<file path="src/rtl/simon_pkg.sv">
// Shared types and constants for the Simon 32/64 byte-serial front end.
package simon_pkg;

  localparam int SIMON_KEY_BYTES   = 8;
  localparam int SIMON_PT_BYTES    = 4;
  localparam int SIMON_KEY_W       = 64;
  localparam int SIMON_BLK_W       = 32;
  localparam int SIMON_FRAME_BYTES = SIMON_KEY_BYTES + SIMON_PT_BYTES;
  localparam int SIMON_FRAME_W     = SIMON_KEY_W + SIMON_BLK_W;
  localparam int SIMON_CT_BYTES    = SIMON_BLK_W / 8;

  // LOAD: collecting frame bytes; START: one-cycle core kick;
  // WAIT: waiting on core done (with watchdog); SEND: streaming ciphertext.
  typedef enum logic [1:0] {
    LOAD  = 2'd0,
    START = 2'd1,
    WAIT  = 2'd2,
    SEND  = 2'd3
  } state_t;

endpackage

</file>
<file path="src/rtl/simon_byte_if_if.sv">
// Bus bundle between the byte-serial front end, its byte streams and the core.
//
// Handshake rule for both byte streams: a byte moves on a rising clock edge
// exactly when valid and ready are both high in that cycle. The producer holds
// the byte stable while valid is high and ready is low; ready may be high
// without valid (no transfer).
interface simon_byte_if_if;
  import simon_pkg::*;

  logic [7:0]             din;
  logic                   din_valid;
  logic                   din_ready;
  logic [7:0]             dout;
  logic                   dout_valid;
  logic                   dout_ready;
  logic                   core_start;
  logic [SIMON_KEY_W-1:0] core_key;
  logic [SIMON_BLK_W-1:0] core_pt;
  logic [SIMON_BLK_W-1:0] core_ct;
  logic                   core_done;
  logic                   busy;
  logic                   err;

  // The front end itself.
  modport slave (
    input  din, din_valid, dout_ready, core_ct, core_done,
    output din_ready, dout, dout_valid, core_start, core_key, core_pt, busy, err
  );

  // Everything around it: byte source/sink plus the core.
  modport master (
    output din, din_valid, dout_ready, core_ct, core_done,
    input  din_ready, dout, dout_valid, core_start, core_key, core_pt, busy, err
  );

endinterface

</file>
<file path="src/rtl/simon_byte_if.sv">
// Byte-serial front end for the Simon 32/64 core: assembles a 12-byte frame
// (key then plaintext, MSB first), kicks the core, waits for done under a
// watchdog and streams the 4 ciphertext bytes back out.
module simon_byte_if
  import simon_pkg::*;
#(
  parameter int TIMEOUT = 64
) (
  input  logic            clk,
  input  logic            reset,
  simon_byte_if_if.slave  bus,
  output state_t          o_dbg_state
);

  localparam int WD_W = $clog2(TIMEOUT + 1);

  state_t                   r_state;
  state_t                   w_state_nxt;
  logic [3:0]               r_in_cnt;
  logic [1:0]               r_out_cnt;
  logic                     r_armed;
  logic [WD_W-1:0]          r_wd_cnt;
  logic [SIMON_FRAME_W-1:0] r_shift;
  logic [23:0]              r_ct;
  logic [7:0]               r_dout;
  logic                     r_start;
  logic                     r_err;

  logic                     w_in_acc;
  logic                     w_out_acc;
  logic                     w_last_in;
  logic                     w_last_out;
  logic                     w_capture;
  logic                     w_timeout;
  logic [WD_W-1:0]          w_wd_inc;

  assign w_in_acc   = (r_state == LOAD) && bus.din_valid;
  assign w_out_acc  = (r_state == SEND) && bus.dout_ready;
  assign w_last_in  = (r_in_cnt == 4'(SIMON_FRAME_BYTES - 1));
  assign w_last_out = (r_out_cnt == 2'(SIMON_CT_BYTES - 1));
  // The first WAIT cycle only arms; a done left high by the previous
  // operation must not be mistaken for this one.
  assign w_capture  = (r_state == WAIT) && r_armed && bus.core_done;
  assign w_wd_inc   = r_wd_cnt + WD_W'(1);
  // done wins over a simultaneous timeout.
  assign w_timeout  = (r_state == WAIT) && r_armed && !bus.core_done &&
                      (w_wd_inc == WD_W'(TIMEOUT));

  // State register.
  always_ff @(posedge clk or negedge reset) begin
    if (!reset) r_state <= LOAD;
    else        r_state <= w_state_nxt;
  end

  // Next-state decode.
  always_comb begin
    w_state_nxt = r_state;
    unique case (r_state)
      LOAD:    if (w_in_acc && w_last_in) w_state_nxt = START;
      START:   w_state_nxt = WAIT;
      WAIT: begin
        if (w_capture)      w_state_nxt = SEND;
        else if (w_timeout) w_state_nxt = LOAD;
      end
      SEND:    if (w_out_acc && w_last_out) w_state_nxt = LOAD;
      default: w_state_nxt = LOAD;
    endcase
  end

  // Input frame: shift bytes in MSB first and count them.
  always_ff @(posedge clk or negedge reset) begin
    if (!reset) begin
      r_shift  <= '0;
      r_in_cnt <= '0;
    end else if (w_in_acc) begin
      r_shift  <= {r_shift[SIMON_FRAME_W-9:0], bus.din};
      r_in_cnt <= w_last_in ? 4'd0 : r_in_cnt + 4'd1;
    end
  end

  // Start pulse lands in the single START cycle.
  always_ff @(posedge clk or negedge reset) begin
    if (!reset) r_start <= 1'b0;
    else        r_start <= w_in_acc && w_last_in;
  end

  // Arm flag and watchdog counter, both cleared on the way into WAIT.
  always_ff @(posedge clk or negedge reset) begin
    if (!reset) begin
      r_armed  <= 1'b0;
      r_wd_cnt <= '0;
    end else if (r_state == START) begin
      r_armed  <= 1'b0;
      r_wd_cnt <= '0;
    end else if (r_state == WAIT) begin
      if (!r_armed)              r_armed  <= 1'b1;
      else if (!bus.core_done)   r_wd_cnt <= w_wd_inc;
    end
  end

  // Sticky timeout flag; the first byte of the next frame clears it.
  always_ff @(posedge clk or negedge reset) begin
    if (!reset)                          r_err <= 1'b0;
    else if (w_timeout)                  r_err <= 1'b1;
    else if (w_in_acc && r_in_cnt == '0) r_err <= 1'b0;
  end

  // Ciphertext capture and byte-by-byte output; r_dout holds while stalled.
  always_ff @(posedge clk or negedge reset) begin
    if (!reset) begin
      r_ct      <= '0;
      r_dout    <= '0;
      r_out_cnt <= '0;
    end else if (w_capture) begin
      r_ct      <= bus.core_ct[23:0];
      r_dout    <= bus.core_ct[31:24];
      r_out_cnt <= '0;
    end else if (w_out_acc) begin
      r_ct      <= {r_ct[15:0], 8'h00};
      r_dout    <= r_ct[23:16];
      r_out_cnt <= r_out_cnt + 2'd1;
    end
  end

  assign bus.din_ready  = (r_state == LOAD);
  assign bus.dout_valid = (r_state == SEND);
  assign bus.busy       = (r_state != LOAD);
  assign bus.dout       = r_dout;
  assign bus.core_start = r_start;
  assign bus.core_key   = r_shift[SIMON_FRAME_W-1:SIMON_BLK_W];
  assign bus.core_pt    = r_shift[SIMON_BLK_W-1:0];
  assign bus.err        = r_err;
  assign o_dbg_state    = r_state;

endmodule

</file>
<file path="src/flat_wrapper.sv">
// flat-port wrapper written by rule: the top's interface ports become plain ports
module simon_byte_if_flat import simon_pkg::*;
#(
  parameter int TIMEOUT = 64
)
  (clk, reset, o_dbg_state, bus_din, bus_din_valid, bus_dout_ready, bus_core_ct, bus_core_done, bus_din_ready, bus_dout, bus_dout_valid, bus_core_start, bus_core_key, bus_core_pt, bus_busy, bus_err);
  simon_byte_if_if bus_i ();
  input  logic clk;
  input  logic reset;
  output state_t o_dbg_state;
  input wire logic [$bits(bus_i.din)-1:0] bus_din;
  input wire logic [$bits(bus_i.din_valid)-1:0] bus_din_valid;
  input wire logic [$bits(bus_i.dout_ready)-1:0] bus_dout_ready;
  input wire logic [$bits(bus_i.core_ct)-1:0] bus_core_ct;
  input wire logic [$bits(bus_i.core_done)-1:0] bus_core_done;
  output wire logic [$bits(bus_i.din_ready)-1:0] bus_din_ready;
  output wire logic [$bits(bus_i.dout)-1:0] bus_dout;
  output wire logic [$bits(bus_i.dout_valid)-1:0] bus_dout_valid;
  output wire logic [$bits(bus_i.core_start)-1:0] bus_core_start;
  output wire logic [$bits(bus_i.core_key)-1:0] bus_core_key;
  output wire logic [$bits(bus_i.core_pt)-1:0] bus_core_pt;
  output wire logic [$bits(bus_i.busy)-1:0] bus_busy;
  output wire logic [$bits(bus_i.err)-1:0] bus_err;
  assign bus_i.din = bus_din;
  assign bus_i.din_valid = bus_din_valid;
  assign bus_i.dout_ready = bus_dout_ready;
  assign bus_i.core_ct = bus_core_ct;
  assign bus_i.core_done = bus_core_done;
  assign bus_din_ready = bus_i.din_ready;
  assign bus_dout = bus_i.dout;
  assign bus_dout_valid = bus_i.dout_valid;
  assign bus_core_start = bus_i.core_start;
  assign bus_core_key = bus_i.core_key;
  assign bus_core_pt = bus_i.core_pt;
  assign bus_busy = bus_i.busy;
  assign bus_err = bus_i.err;
  simon_byte_if #(.TIMEOUT(TIMEOUT)) u_core (.clk(clk), .reset(reset), .bus(bus_i), .o_dbg_state(o_dbg_state));
endmodule
</file>
<file path="config.mk">
export PLATFORM = sky130hd
export DESIGN_NAME = simon_byte_if_flat
export DESIGN_NICKNAME = d
export VERILOG_FILES = /design/src/rtl/simon_pkg.sv /design/src/rtl/simon_byte_if_if.sv /design/src/rtl/simon_byte_if.sv /design/src/flat_wrapper.sv
export SDC_FILE = /design/constraint.sdc
export NUM_CORES = 1
export LEC_CHECK = 0
export CORE_MARGIN = 5
export CORE_UTILIZATION = 34
export CTS_BUF_LIST = sky130_fd_sc_hd__clkbuf_4 sky130_fd_sc_hd__clkbuf_8
export DETAILED_ROUTE_END_ITERATION = 10
export GPL_ROUTABILITY_DRIVEN = 1
export SLEW_MARGIN = 20
export SYNTH_ARGS = -nofsm -noshare
export SYNTH_HDL_FRONTEND = slang
export SYNTH_SLANG_ARGS = --single-unit
</file>
<file path="constraint.sdc">
create_clock -name clk -period 2 [get_ports clk]
set_input_delay 0.2 -clock clk [delete_from_list [all_inputs] [get_ports clk]]
set_output_delay 0.2 -clock clk [all_outputs]
set_load 0.01 [all_outputs]
</file>
==> impl_metrics.csv, run 1 <==
group,metric,value,unit
cts,cts_max_path_buffers,2,
detailed_routing,ant_nets,0,
sta,setup_viol,0,
synth,netlist_area,0.006011,mm2
critical_path,worstPathArrival,2.22,ns
synth,synthCells,459,
synth,syn_nets,513,
floorplan,rows,48,
sta,fmax,528.0,MHz
synth,async_flop_share,100.0,%
global_route,grt_pass1_wl,21820,um
synth,synth_ff_type,"dfrtp_1",
floorplan,core_area,0.01730,mm2
sta,finalCritPeriodShare,94.70,%
sta,fin_crit,1.894,ns
sta,tns,0,ns
finish,drive_above_1_share,24.57,%
detailed_routing,drt_iter0_drc,150,
detailed_routing,vias,4034,
sta,relSlewSlack,72.57,%
synth,synth_edf_count,0,
cts,root_buffer,"clkbuf_8",
finish,n_antenna_cell,0,
outcome,status,"completed",
floorplan,die_x,143.0,um
synth,synth_cell_types,32,
sta,slew_violations,0,
finish,layout_common_cells,"clkdlybuf4s50_1, dfrtp_1, mux2_2, nand2_1, o21ai_0",
critical_path,critPathRequiredTime,2.32,ns
global_route,grt_pass1_vias,4206,
critical_path,r2r_start,"u_core.o_dbg_state[0]",
global_route,antenna_found_initial,0,
detailed_routing,routedWlPerCell,15.25,um
cts,cts_tree,"built",
cts,cts.sinks,146,
floorplan,die_h,143.0,um
hold_path,hold_class,"in2async",
floorplan,dieArea,0.02044,mm2
floorplan,initial_core_util,34.75,%
global_route,grt_max_degree,67,
placed_design,dpl_cell_area,0.007938,mm2
sta,hold_slack,0.2152,ns
placed_design,gp_congestion,0.7786,
synth,postSynthAreaPerCell,13.10,um2
pwr,ir_drop,711.0,uV
sta,fin_worst_skew,0.01221,ns
global_route,overflow,0,
global_route,grt_use_total,13.49,%
critical_path,setup.worst_path.end_class,"register",
cts,cts-htree-levels,4,
synth,yosysSeqAreaShare,60.78,%
critical_path,cp-start-kind,"register",
cts,clk_latency,0.45,ns
detailed_routing,viasPerCell,4.669,
pwr,leakage,3.745,nW
critical_path,crit_type,"reg2reg",
placed_design,port_buffers,155,
sta,rsz0062_at_grt,"false",
pwr,cellPowerDensity,1654,mW/mm2
finish,finalInstanceArea,0.008387,mm2
synth,synth-seq-cells,146,
sta,hold_viol_final,0,
finish,syn_to_final_growth,39.53,%
synth,synth_warnings,0,
finish,nets,680,
critical_path,r2r_cells,6,
run,cap_violations,0,
critical_path,rr_endpoint,"u_core.o_dbg_state[0]",
critical_path,cp_max_fo,7,
detailed_routing,firstDrtPassIters,4,
detailed_routing,drc,0,
cts,clkTransAtPathRegs,0.08,ns
placed_design,place_hpwl,9510,um
critical_path,r2r_setup_slack,0.11,ns
detailed_routing,wl,13170,um
floorplan,ios,156,
sta,tightest_slew,0.4078,ns
finish,final_common_cell,"clkdlybuf4s50_1",
cts,cts_buffers,17,
-- synthesized netlist by cell type, types with 2 or more instances --
library cell | count | area, um2
a21boi_0 | 2 | 15.01
a21oi_1 | 9 | 45.04
and3_1 | 2 | 12.51
buf_2 | 10 | 50.05
clkbuf_1 | 12 | 45.04
dfrtp_1 | 146 | 3654
ha_1 | 9 | 112.6
inv_1 | 14 | 52.55
mux2_2 | 99 | 1115
mux2i_1 | 26 | 260.3
nand2_1 | 51 | 191.4
nand3_1 | 2 | 10.01
nand4_1 | 5 | 31.28
nor2_1 | 7 | 26.28
nor3_1 | 4 | 20.02
nor3b_1 | 4 | 30.03
o21ai_0 | 36 | 180.2
o22ai_1 | 7 | 43.79
-- metal layers --
metal	part of all wire [%]	up-vias	global-route usage, %
li1	-	1943	-
met4	1.7	0	4.752
met1	43	1973	17.31
met5	0	-	0
met3	7.4	19	5.660
met2	48	99	20.60
-- cell type report --
| cell class | instances | area, um2 |
|---|---|---|
| sequential | 146 | 3654 |
| timing repair buffer | 172 | 1762 |
| tap | 225 | 281.5 |
| inverter | 14 | 52.55 |
| multi-input combinational | 275 | 2225 |
| clock inverter | 12 | 143.9 |
| clock buffer | 20 | 269.0 |
| fill | 1554 | 8910 |
-- logic make-up (layout without fill, tap and decap cells) --
| family | Yosys count | in the layout | share of synthesized area, % |
|---|---|---|---|
| DFF | 146 | 146 | 60.78 |
| muxes | 125 | 125 | 22.88 |
| and+or+nand+nor | 81 | 81 | 6.183 |
| AOI/OAI and AO/OA | 58 | 58 | 5.350 |
| buffers and inverters | 38 | 218 | 2.644 |
| adders and majority gates | 9 | 9 | 1.873 |
| xor gates and xnor gates | 2 | 2 | 0.2915 |
-- stage by stage --
| stage | total power [mW] | setup slack (ns) | utilization, % | std cells |
|---|---|---|---|---|
| 4_1_cts | 14.12 | 0.02554 | 48.44 | 864 |
| 3_5_place_dp | 11.62 | 0.09075 | 45.89 | 830 |
| 3_3_place_gp | 11.39 | 0.1446 | 45.89 | 830 |
| 2_1_floorplan | 8.341 | 0.03044 | - | 459 |
| 6_report | 13.87 | 0.1059 | 48.49 | 864 |
| 5_1_grt | 14.86 | 0.01276 | 48.49 | 864 |
-- state kept, by name (all words and copies together), names as in the netlist --
name / count
u_core.r_wd_cnt: 7
u_core.bus.dout: 8
u_core.bus.core_start: 1
u_core.o_dbg_state: 2
u_core.r_in_cnt: 4
u_core.r_out_cnt: 2
u_core.r_ct: 24
u_core.r_shift: 96
u_core.bus.err: 1
u_core.r_armed: 1
-- how the worst max path moves through the flow --
stage                                from                    end  slack, ns  cells past startpoint
finish              u_core.o_dbg_state[0]  u_core.o_dbg_state[0]       0.11                      6
global route        u_core.o_dbg_state[0]  u_core.o_dbg_state[0]       0.01                      6
CTS                 u_core.o_dbg_state[0]         bus_dout_valid       0.03                      3
detailed placement          bus_core_done  u_core.o_dbg_state[1]       0.09                      7
global placement            bus_core_done  u_core.o_dbg_state[1]       0.14                      7
floorplan           u_core.o_dbg_state[0]     u_core.r_shift[19]       0.03                      6
-- critical path, stage by stage, from the launching register on --
cell       delay (ns)
dfrtp_1          0.38
inv_1            0.15
ha_2             0.27
nand4_1          0.09
o32a_1           0.32
a2111oi_1        0.45
nor3_1           0.11
-- where the power goes --
part / switching, mW / total, mW / leakage [nW] / internal [mW]
Sequential: 1.02 / 5.41 / 1.78 / 4.39
Combinational: 2.40 / 6.08 / 1.76 / 3.68
Clock: 1.17 / 2.38 / 0.206 / 1.21
-- what timing repair did --
item                                    4_1_cts  5_1_grt
endpoints found under the setup margin        2        4
gates resized for setup                       3        3
buffers inserted                              1        0
pin swaps                                     0        0
hold endpoints to repair                     36        0
hold buffers                                  1        0
Power figures use the tool's default switching activity.
==> inputs of run 2 (changes only) <==
--- a/config.mk
+++ b/config.mk
@@ -5,6 +5,7 @@
 export SDC_FILE = /design/constraint.sdc
 export NUM_CORES = 1
 export LEC_CHECK = 0
+export ABC_AREA = 1
 export CORE_MARGIN = 5
 export CORE_UTILIZATION = 34
 export CTS_BUF_LIST = sky130_fd_sc_hd__clkbuf_4 sky130_fd_sc_hd__clkbuf_8
==> run 2 against run 1 <==
Die area up 0.31%. Sequential share of layout area increased by 0.19 points. Critical path depth down 2. Count of clock-buffer cells in the layout decreased by 2. Via count increased by 19%. First-iteration DRC count rose by 64%. Clock skew is 0.00065 ns lower. Cell area fell by 0.40%. Fmax increased by 6.7%. Sequential power shrank 12%. Core utilization down 0.36 points. Critical endpoint is now bus_busy. Largest power group is now sequential cells.
==> impl_metrics.csv, run 2 <==
group,metric,value,unit
global_route,grt_pass1_vias,4526,
finish,drive_above_1_share,7.151,%
finish,n_antenna_cell,0,
placed_design,placed_cells,1043,
detailed_routing,vias,4795,
detailed_routing,firstDrtPassIters,5,
finish,largest-register,"u_core.r_shift",
sta,hold_viol_final,0,
sta,tns,0,ns
cts,clkTransAtPathRegs,0.08,ns
placed_design,post-place-ws,0.3495,ns
sta,fin_crit,1.775,ns
critical_path,critPathRequiredTime,1.80,ns
sta,tightest_slew,0.5251,ns
run,cap_violations,0,
sta,hold_slack,0.2409,ns
synth,synth_common_cells,"nand2_1, dfrtp_1, inv_1",
global_route,overflow,0,
floorplan,rows,48,
placed_design,gp_congestion,0.7516,
detailed_routing,drc,0,
synth,post-synth-top-count-cell,"nand2_1",
synth,yosysTopAreaCell,"dfrtp_1",
cts,clk_latency,0.44,ns
placed_design,port_buffers,155,
sta,fin_worst_skew,0.01156,ns
critical_path,crit_type,"reg2out",
floorplan,core_area,0.01736,mm2
sta,relSlewSlack,64.99,%
detailed_routing,ant_nets,0,
synth,synthCells,682,
global_route,grt_max_degree,97,
synth,synth_cell_types,26,
placed_design,dpl_cell_area,0.007905,mm2
synth,synth_top_cell_area_share,60.58,%
cts,cts_buffers,17,
critical_path,slowest_delay,0.45,ns
global_route,antenna_found_initial,0,
floorplan,dieArea,0.02050,mm2
cts,root_buffer,"clkbuf_8",
pwr,power,11.67,mW
cts,cts_max_path_buffers,2,
detailed_routing,drt_iter0_drc,246,
finish,finalNonFillerCells,1078,
sta,finalCritPeriodShare,88.73,%
global_route,grt_use_total,14.89,%
finish,largest_reg_flops,96,
floorplan,die_x,143.2,um
critical_path,worstPathArrival,1.57,ns
sta,fmax,563.5,MHz
finish,layout_common_cells,"nand2_1, clkdlybuf4s50_1, dfrtp_1, inv_1, nand3_1",
finish,fin_util,48.13,%
synth,synth_warnings,0,
pwr,cellPowerDensity,1397,mW/mm2
finish,multi_input_area,0.002052,mm2
finish,nets,894,
synth,synth_edf_count,0,
sta,rsz0062_at_grt,"false",
detailed_routing,wl,15070,um
synth,yosysSeqAreaShare,60.58,%
synth,syn_nets,736,
finish,finalInstanceArea,0.008353,mm2
critical_path,slowest_stage,"dfrtp_2",
floorplan,die_h,143.2,um
placed_design,place_hpwl,10200,um
synth,postSynthAreaPerCell,8.843,um2
critical_path,cp-start-kind,"register",
detailed_routing,viasPerCell,4.448,
critical_path,path_cells,"inv_1, ha_1, inv_1, dlygate4sd2_1",
finish,final_common_cell,"nand2_1",
critical_path,setup.worst_path.end_class,"output port",
synth,netlist_area,0.006031,mm2
detailed_routing,routedWlPerCell,13.98,um
sta,setup_viol,0,
synth,synth-seq-cells,146,
finish,fillers,1670,
global_route,grt_pass1_wl,24100,um
pwr,ir_drop,877.2,uV
finish,syn_to_final_growth,38.51,%
floorplan,initial_core_util,34.75,%
finish,register_area,0.003655,mm2
pwr,leakage,4.012,nW
outcome,status,"completed",
synth,yosys-top-cells-area,"dfrtp_1, nand2_1, inv_1, nand3_1, o21ai_0",
cts,cts.sinks,146,
critical_path,crit_top_cell,"inv_1",
critical_path,cp_max_fo,7,
cts,cts_tree,"built",
hold_path,hold_class,"in2async",
synth,async_flop_share,100.0,%
floorplan,ios,156,
cts,cts-htree-levels,4,
sta,slew_violations,0,
synth,synth_ff_type,"dfrtp_1",
sta,postLayoutSetupSlackWorst,0.2255,ns
## run 2: logic make-up after synthesis
family                   count (synthesis)  synth area share [%]
buffers and inverters                   82                 5.560
AND/OR/NAND/NOR                        377                 24.50
flip-flops                             146                 60.58
multiplexers                             1                0.1867
XOR/XNOR                                 3                0.4358
adder cells (fa/ha/maj)                  9                 1.867
AO/OA/AOI/OAI                           64                 6.867
## run 2: routing by layer
metal / global-route usage, % / vias up / routed length, um / share of wire (%)
met5: 0 / - / 0 / 0
met3: 5.827 / 13 / 1142 / 7.6
met1: 20.40 / 2189 / 7105 / 47
met2: 22.18 / 116 / 6703 / 44
li1: - / 2477 / - / -
met4: 3.902 / 0 / 121 / 0.80
## run 2: repair_timing
action / in CTS / in global routing
hold buffers: 1 / 0
resized for setup: 4 / 0
buffers inserted: 2 / 0
hold endpoints to repair: 43 / 0
setup endpoints to repair: 3 / 0
## run 2: worst paths after layout
path | cells past startpoint | slack (ns) | startpoint | to
setup / recovery | 4 | 0.23 | u_core.o_dbg_state[1] | bus_busy
hold / removal | 2 | 0.24 | reset | u_core.r_shift[8]
setup reg to reg | 9 | 0.34 | u_core.o_dbg_state[0] | u_core.o_dbg_state[0]
hold reg to reg | 2 | 0.49 | u_core.r_shift[91] | u_core.r_shift[91]
max in group asynchronous | 3 | 1.09 | reset | u_core.r_shift[61]
min in group clk | 3 | 0.28 | bus_din[7] | u_core.r_shift[7]
## run 2: area by class of cell
cell class                      instances  area share [%]
Sequential cell                       146           43.75
Multi-Input combinational cell        454           24.57
Timing Repair Buffer                  172           21.00
Tap cell                              225           3.370
Clock buffer                           18           2.966
Inverter                               49           2.217
Clock inverter                         14           2.127
## run 2: where the power goes
group / switching [mW] / internal [mW] / total (mW)
clock: 1.19 / 1.29 / 2.47
sequential: 0.750 / 4.02 / 4.77
combinational: 2.21 / 2.21 / 4.43
total: 4.15 / 7.52 / 11.7
## run 2: worst max-delay path, delay by kind of cell (launching register included)
family / cells / cell delay (ns)
adders and majority gates: 1 / 0.22
buffers and inverters: 3 / 0.47
DFF: 1 / 0.45
==> inputs of run 3 (changes only) <==
--- a/config.mk
+++ b/config.mk
@@ -5,8 +5,8 @@
 export SDC_FILE = /design/constraint.sdc
 export NUM_CORES = 1
 export LEC_CHECK = 0
-export ABC_AREA = 1
-export CORE_MARGIN = 5
+export ABC_AREA = 0
+export CORE_MARGIN = 2
 export CORE_UTILIZATION = 34
 export CTS_BUF_LIST = sky130_fd_sc_hd__clkbuf_4 sky130_fd_sc_hd__clkbuf_8
 export DETAILED_ROUTE_END_ITERATION = 10
==> run 3 against run 2 <==
Final cell count shrank 20%. Highest routed layer unchanged. Critical path depth is the same. Critical endpoint unchanged. Worst setup slack lost 0.13 ns. Hold slack gained 0.044 ns.
==> impl_metrics.csv, run 3 (synthesized netlist as in run 1, its figures left out) <==
group,metric,value,unit
outcome,status,"completed",
critical_path,cp_max_fo,6,
finish,drive_above_1_share,24.84,%
critical_path,worstPathArrival,1.70,ns
floorplan,ios,156,
sta,hold_slack,0.2852,ns
finish,largest_reg_flops,96,
cts,cts_buffers,17,
detailed_routing,routedWlPerCell,14.81,um
critical_path,critPathRequiredTime,1.80,ns
detailed_routing,wl,12750,um
critical_path,crit_type,"reg2out",
global_route,grt_use_total,14.29,%
cts,cts-htree-levels,4,
pwr,cellPowerDensity,1655,mW/mm2
placed_design,gp_congestion,0.7898,
global_route,grt_pass1_wl,21080,um
critical_path,cp-start-kind,"register",
critical_path,critical_path.top_delay_family,"buffers and inverters",
run,cap_violations,0,
finish,nets,677,
finish,n_antenna_cell,0,
critical_path,path_cells,"inv_2, ha_4, inv_1, clkdlybuf4s50_1",
floorplan,rows,48,
sta,fin_worst_skew,0.008898,ns
cts,clkTransAtPathRegs,0.09,ns
detailed_routing,viasPerCell,4.707,
sta,hold_viol_final,0,
finish,largest-register,"u_core.r_shift",
finish,layout_common_cells,"clkdlybuf4s50_1, dfrtp_1, mux2_2, nand2_1, o21ai_0",
floorplan,dieArea,0.01876,mm2
floorplan,initial_core_util,34.75,%
placed_design,port_buffers,155,
detailed_routing,drt_iter0_drc,138,
critical_path,slowest_stage,"clkdlybuf4s50_1",
sta,tightest_slew,0.5214,ns
floorplan,die_h,137.0,um
finish,syn_to_final_growth,39.47,%
finish,final_common_cell,"clkdlybuf4s50_1",
floorplan,core_area,0.01730,mm2
sta,slew_violations,0,
floorplan,die_x,137.0,um
critical_path,cp_num_buf_inv,3,
global_route,grt_max_degree,67,
placed_design,place_hpwl,9064,um
sta,fmax,525.5,MHz
critical_path,slowest_delay,0.47,ns
pwr,ir_drop,800.4,uV
cts,cts_tree,"built",
global_route,antenna_found_initial,0,
detailed_routing,firstDrtPassIters,4,
sta,finalCritPeriodShare,95.15,%
pwr,leakage,3.723,nW
global_route,overflow,0,
cts,cts.sinks,146,
critical_path,setup.worst_path.end_class,"output port",
cts,post_cts_buffers,0,
cts,clk_latency,0.44,ns
sta,rsz0062_at_grt,"false",
detailed_routing,ant_nets,0,
cts,cts_max_path_buffers,2,
hold_path,hold_class,"in2async",
global_route,grt_pass1_vias,4208,
detailed_routing,drc,0,
sta,setup_viol,0,
detailed_routing,vias,4053,
cts,root_buffer,"clkbuf_8",
sta,tns,0,ns
sta,fin_crit,1.903,ns
sta,relSlewSlack,65.24,%
## run 3: cell types whose count changed in the layout (fill, tap and decap cells not counted), sizes merged, moves of 5 or more
cell / change
nand2: -277
mux2: +98
inv: -34
nand3: -30
mux2i: +26
o311ai: -15
nor2: -8
o211ai: -8
a21oi: +6
o22ai: +5
## run 3: timing repair
item / in CTS / in global routing
hold endpoints to repair: 52 / 0
gates resized for setup: 3 / 5
setup endpoints to repair: 2 / 3
pin swaps: 0 / 1
hold buffers: 1 / 0
## run 3: final cells by class
cell class | count | area [um2]
Clock buffer | 22 | 290.3
Clock inverter | 10 | 121.4
Fill cell | 1583 | 8914
Inverter | 14 | 52.55
Multi-Input combinational cell | 275 | 2232
Sequential cell | 146 | 3655
Tap cell | 225 | 281.5
Timing Repair Buffer | 169 | 1750
## run 3: final timing paths
check,endpoint,start,slack (ns),depth (start not counted)
max in group asynchronous,u_core.r_shift[58],reset,1.05,3
max reg2reg,u_core.o_dbg_state[0],u_core.o_dbg_state[0],0.14,6
min reg2reg,u_core.r_shift[92],u_core.r_shift[92],0.51,1
max,bus_busy,u_core.o_dbg_state[1],0.1,4
min in group clk,u_core.r_ct[4],bus_core_ct[4],0.31,3
min,u_core.r_shift[23],reset,0.29,2
## run 3: layer usage
metal,GRT usage [%],vias to the layer above,wire length [um]
li1,-,1943,-
met1,18.60,1992,5699
met2,22.42,103,6130
met3,4.296,15,721
met4,5.498,0,197
met5,0,-,0
## run 3: worst reg2reg max path: cells and delay by family, from the launching register on
kind | cells | cell delay [ns]
AO/OA/AOI/OAI | 2 | 0.77
AND/OR/NAND/NOR | 2 | 0.19
adder cells (fa/ha/maj) | 1 | 0.27
buffers and inverters | 1 | 0.13
flip-flops | 1 | 0.38
## run 3: through the flow
step | std cells | setup slack [ns] | util [%] | power [mW] | instance area [um2]
floorplan | 459 | 0.03044 | - | 8.341 | 6011
global placement | 828 | 0.1017 | 45.88 | 11.36 | 7935
detailed placement | 828 | 0.05678 | 45.88 | 11.58 | 7935
CTS | 861 | 0.01338 | 48.39 | 14.08 | 8369
global route | 861 | 0.004044 | 48.47 | 14.85 | 8383
finish | 861 | 0.09702 | 48.47 | 13.87 | 8383
## run 3: where the power goes
| part | leakage (nW) | switching (mW) | internal (mW) |
|---|---|---|---|
| clock | 0.211 | 1.14 | 1.25 |
| combinational | 1.73 | 2.36 | 3.70 |
| sequential | 1.78 | 1.03 | 4.39 |
